[src/rtl/hazard_pkg.sv]
// Shared types and constants for the hazard unit: forward-select codes, result
// sources and the scoreboard entry layout.
package hazard_pkg;

  localparam int REG_W = 5;
  localparam int T_W   = 2;

  localparam logic [2:0] FW_REG  = 3'd0;
  localparam logic [2:0] FW_ALUM = 3'd1;
  localparam logic [2:0] FW_PC8M = 3'd2;
  localparam logic [2:0] FW_WDW  = 3'd3;

  localparam logic [T_W-1:0] TUSE_NONE = 2'd3;

  typedef enum logic [1:0] {
    SRC_ALU = 2'd0,
    SRC_PC8 = 2'd1,
    SRC_MEM = 2'd2
  } src_e;

  typedef struct packed {
    logic [REG_W-1:0] a3;
    logic [T_W-1:0]   tnew;
    src_e             src;
    logic [REG_W-1:0] rs;
    logic [REG_W-1:0] rt;
  } sb_entry_t;

  // Bypass code for a ready value sitting in the M pipe register.
  function automatic logic [2:0] fw_code_m(input src_e src);
    case (src)
      SRC_ALU: fw_code_m = FW_ALUM;
      SRC_PC8: fw_code_m = FW_PC8M;
      default: fw_code_m = FW_REG;
    endcase
  endfunction

endpackage

[src/rtl/hazard_stage_entry.sv]
// One shadow-scoreboard stage: loads the previous stage's entry, optionally
// ageing tnew by one cycle, or takes a bubble.
module hazard_stage_entry
  import hazard_pkg::*;
(
  input  logic      clk_i,
  input  logic      reset_i,
  input  logic      bubble_i,
  input  logic      dec_i,
  input  sb_entry_t entry_i,
  output sb_entry_t entry_o
);

  sb_entry_t entry_q, entry_d;

  always_comb begin
    entry_d = entry_i;
    if (dec_i && (entry_i.tnew != '0)) begin
      entry_d.tnew = entry_i.tnew - 1'b1;
    end
    if (bubble_i) begin
      entry_d = '0;
    end
  end

  always_ff @(posedge clk_i) begin
    if (reset_i) begin
      entry_q <= '0;
    end else begin
      entry_q <= entry_d;
    end
  end

  assign entry_o = entry_q;

endmodule

[src/rtl/hazard_unit.sv]
// Stall and bypass-select generation for the 5-stage core, driven by a shadow
// scoreboard of the E, M and W stages that advances with the pipeline.
module hazard_unit
  import hazard_pkg::*;
(
  input  logic             clk,
  input  logic             reset,
  input  logic [REG_W-1:0] rs_D,
  input  logic [REG_W-1:0] rt_D,
  input  logic [T_W-1:0]   tuse_rs_D,
  input  logic [T_W-1:0]   tuse_rt_D,
  input  logic [REG_W-1:0] a3_D,
  input  logic [T_W-1:0]   tnew_D,
  input  logic [1:0]       src_D,
  output logic             stall,
  output logic [2:0]       ForwardRSD,
  output logic [2:0]       ForwardRTD,
  output logic [2:0]       ForwardRSE,
  output logic [2:0]       ForwardRTE,
  output logic [2:0]       ForwardRTM
);

  sb_entry_t d_entry, e_q, m_q, w_q;

  assign d_entry = '{a3: a3_D, tnew: tnew_D, src: src_e'(src_D), rs: rs_D, rt: rt_D};

  hazard_stage_entry u_entry_e (
    .clk_i(clk), .reset_i(reset), .bubble_i(stall), .dec_i(1'b0),
    .entry_i(d_entry), .entry_o(e_q)
  );

  hazard_stage_entry u_entry_m (
    .clk_i(clk), .reset_i(reset), .bubble_i(1'b0), .dec_i(1'b1),
    .entry_i(e_q), .entry_o(m_q)
  );

  hazard_stage_entry u_entry_w (
    .clk_i(clk), .reset_i(reset), .bubble_i(1'b0), .dec_i(1'b1),
    .entry_i(m_q), .entry_o(w_q)
  );

  // The younger E producer shadows any older M producer of the same register.
  function automatic logic op_stall(input logic [REG_W-1:0] x, input logic [T_W-1:0] tuse,
                                    input sb_entry_t e, input sb_entry_t m);
    if ((x == '0) || (tuse == TUSE_NONE)) begin
      op_stall = 1'b0;
    end else if (e.a3 == x) begin
      op_stall = (e.tnew > tuse);
    end else begin
      op_stall = (m.a3 == x) && (m.tnew > tuse);
    end
  endfunction

  function automatic logic fw_hit(input sb_entry_t s, input logic [REG_W-1:0] x);
    fw_hit = (s.a3 != '0) && (s.a3 == x) && (s.tnew == '0);
  endfunction

  assign stall = !reset && (op_stall(rs_D, tuse_rs_D, e_q, m_q) ||
                            op_stall(rt_D, tuse_rt_D, e_q, m_q));

  always_comb begin
    ForwardRSD = FW_REG;
    ForwardRTD = FW_REG;
    ForwardRSE = FW_REG;
    ForwardRTE = FW_REG;
    ForwardRTM = FW_REG;

    if (!stall && fw_hit(m_q, rs_D)) ForwardRSD = fw_code_m(m_q.src);
    if (!stall && fw_hit(m_q, rt_D)) ForwardRTD = fw_code_m(m_q.src);

    if (fw_hit(m_q, e_q.rs) && (m_q.src != SRC_MEM)) ForwardRSE = fw_code_m(m_q.src);
    else if (fw_hit(w_q, e_q.rs))                   ForwardRSE = FW_WDW;

    if (fw_hit(m_q, e_q.rt) && (m_q.src != SRC_MEM)) ForwardRTE = fw_code_m(m_q.src);
    else if (fw_hit(w_q, e_q.rt))                   ForwardRTE = FW_WDW;

    if (fw_hit(w_q, m_q.rt)) ForwardRTM = FW_WDW;
  end

  // Source operand indices are not needed once an entry reaches W.
  logic unused_w_ops;
  assign unused_w_ops = ^{w_q.rs, w_q.rt};

endmodule

[config.mk]
export PLATFORM = sky130hd
export DESIGN_NAME = hazard_unit
export DESIGN_NICKNAME = d
export VERILOG_FILES = /design/src/rtl/hazard_pkg.sv /design/src/rtl/hazard_stage_entry.sv /design/src/rtl/hazard_unit.sv
export SDC_FILE = /design/constraint.sdc
export NUM_CORES = 1
export LEC_CHECK = 0
export ABC_CLOCK_PERIOD_IN_PS = 3750
export CORE_MARGIN = 4
export CORE_UTILIZATION = 35
export DETAILED_ROUTE_END_ITERATION = 12
export PLACE_DENSITY = 0.63
export SLEW_MARGIN = 40
export SYNTH_ARGS = -nofsm -noshare
export SYNTH_HDL_FRONTEND = slang
export SYNTH_HIERARCHICAL = 1
export SYNTH_SLANG_ARGS = --single-unit
[constraint.sdc]
create_clock -name clk -period 3.75 [get_ports clk]
set_input_delay 0.9375 -clock clk [delete_from_list [all_inputs] [get_ports clk]]
set_output_delay 0.9375 -clock clk [all_outputs]
set_load 0.02 [all_outputs]
==> results.sh <==
export IMPL_fin_util=0.485
export IMPL_finalCriticalPeriod_ps=3730
export IMPL_yosysWarnings=6
export IMPL_clock_latency_ps=300
export IMPL_hp_class="register to register"
export IMPL_cts_sinks=40
export IMPL_maxSlewViolCount=0
export IMPL_setup_viol=0
export IMPL_io_pins=41
export IMPL_track_usage=0.140
export IMPL_antenna_found_initial=0
export IMPL_endpoint_kind="primary output"
export IMPL_rows=29
export IMPL_finalHoldViolCount=0
export IMPL_layout_setup_ws_ps=18.7
export IMPL_fillCellCount=590
export IMPL_finalInstanceArea_sq_mm=0.00308
export IMPL_dieArea_sq_mm=0.00792
export IMPL_syn_to_final_growth_pct=34.1
export IMPL_via_count=1757
export IMPL_clk_pin_slew_ps=80
export IMPL_cts_tree="built"
export IMPL_stdcell_count=376
export IMPL_cp_data_required_time_ps=2810
export IMPL_hpwlAfterDp_mm=3.90
export IMPL_p_leak_nw=1.30
export IMPL_drt_iter0_markers=49
export IMPL_antenna_cells=0
export IMPL_grt_max_degree=19
export IMPL_synthCells=241
export IMPL_port_buffers=35
export IMPL_routabilityCongestion=0.775
export IMPL_die_w_microns=89.0
export IMPL_first_pass_iters=4
export IMPL_htreeDepth=2
export IMPL_placed_cell_area_sq_mm=0.00279
export IMPL_gr_total_overflow=0
export IMPL_cp_arrival_ps=2790
export IMPL_seqCellArea_sq_um=801
export IMPL_maxCapViolCount=0
export IMPL_fmax_mhz=268
export IMPL_cp_start_kind="input pin"
export IMPL_drc_errors=0
export IMPL_clock_skew_ps=11.2
export IMPL_powerDensity_mw_per_mm2=331
export IMPL_detail_route_wirelength_mm=5.18
export IMPL_dp_cells=363
export IMPL_cts_buffers=5
export IMPL_finalPower_mw=1.02
export IMPL_worst_path_max_fanout=5
export IMPL_ant_nets=0
export IMPL_vias_per_cell=4.67
export IMPL_syn_area_per_cell_sq_um=9.52
export IMPL_drive_gt1_frac=0.294
export IMPL_syn_area_sq_mm=0.00229
export IMPL_grt_pass1_vias=1847
export IMPL_start_util=0.361
export IMPL_fin_nets=334
export IMPL_post_route_period_util=0.995
export IMPL_critPathKind="input pin to primary output"
export IMPL_grt_pass1_wl_mm=8.41
export IMPL_pre_cts_slack_ps=-692
export IMPL_core_area_sq_mm=0.00635
export IMPL_routedWlPerCell_microns=13.8
export IMPL_status="completed"
export IMPL_multiInputGateArea_sq_mm=0.00154
export IMPL_die_y_microns=89.0
export IMPL_cts_root_buffer="clkbuf_8"
export IMPL_clock_path_buffers=2
export IMPL_ir_drop_uv=278
==> cell usage in the layout, fill, tap and decap left out, types with 7 or more instances in the layout <==
cell type,n
and2_2,28
buf_4,21
clkdlybuf4s50_1,18
conb_1,12
dfxtp_1,40
dlygate4sd2_1,9
ha_1,11
inv_1,13
nand3_1,8
nor3_1,7
xnor2_1,28
xor2_1,20
==> area by class of cell <==
| class | instances | area share |
|---|---|---|
| Timing Repair Buffer | 54 | 0.156 |
| Inverter | 13 | 0.0159 |
| Clock inverter | 3 | 0.0150 |
| Clock buffer | 5 | 0.0224 |
| Multi-Input combinational cell | 184 | 0.499 |
| Sequential cell | 40 | 0.260 |
| Tap cell | 77 | 0.0313 |
==> metrics by stage <==
stage | TNS, ps | hold slack, ps
floorplan | 0 | 420
global placement | -3200 | 422
detailed placement | -3290 | 426
CTS | 0 | 445
global route | -57.7 | 470
finish | 0 | 444
==> where the power goes <==
part	switching [mW]	internal, mW	total (mW)
combinational	0.0919	0.0993	0.191
clock	0.163	0.201	0.364
sequential	0.0201	0.443	0.463
total	0.275	0.743	1.02
==> state kept, by name, indices dropped and copies added (netlist names) <==
signal             count
u_entry_w/entry_o      7
u_entry_e/entry_o     19
u_entry_m/entry_o     14
==> worst max-delay path: stages <==
cell and delay, ps:
dlygate4sd2_1 240, or4_4 550, o21ai_4 140, nor4_1 70, mux2_4 340, nor4_4 320, buf_4 190
==> final timing paths <==
check                                    from                                to  slack [ps]  depth (start not counted)
max reg2reg  u_entry_m/entry_o[13]$_SDFF_PP0_   u_entry_e/entry_o[7]$_SDFF_PP0_        1310                          9
min reg2reg  u_entry_e/entry_o[10]$_SDFF_PP0_  u_entry_m/entry_o[10]$_SDFF_PP0_         440                          1
max                                   rs_D[3]                     ForwardRTD[0]          20                          7
min          u_entry_e/entry_o[10]$_SDFF_PP0_  u_entry_m/entry_o[10]$_SDFF_PP0_         440                          1
==> layer usage <==
metal | vias up | global-route usage | routed length, microns
li1 | 898 | - | -
met1 | 817 | 0.165 | 2260
met2 | 36 | 0.248 | 2620
met3 | 6 | 0.0313 | 233
met4 | 0 | 0.0514 | 56
met5 | - | 0 | 0
==> what timing repair did <==
item | 4_1_cts | 5_1_grt
cloned | 0 | 0
hold buffers | 0 | 0
gates resized for setup | 59 | 14
buffers inserted | 5 | 0
pin swaps | 11 | 6
endpoints found under the setup margin | 5 | 9
(Power assumes the default switching activity.)
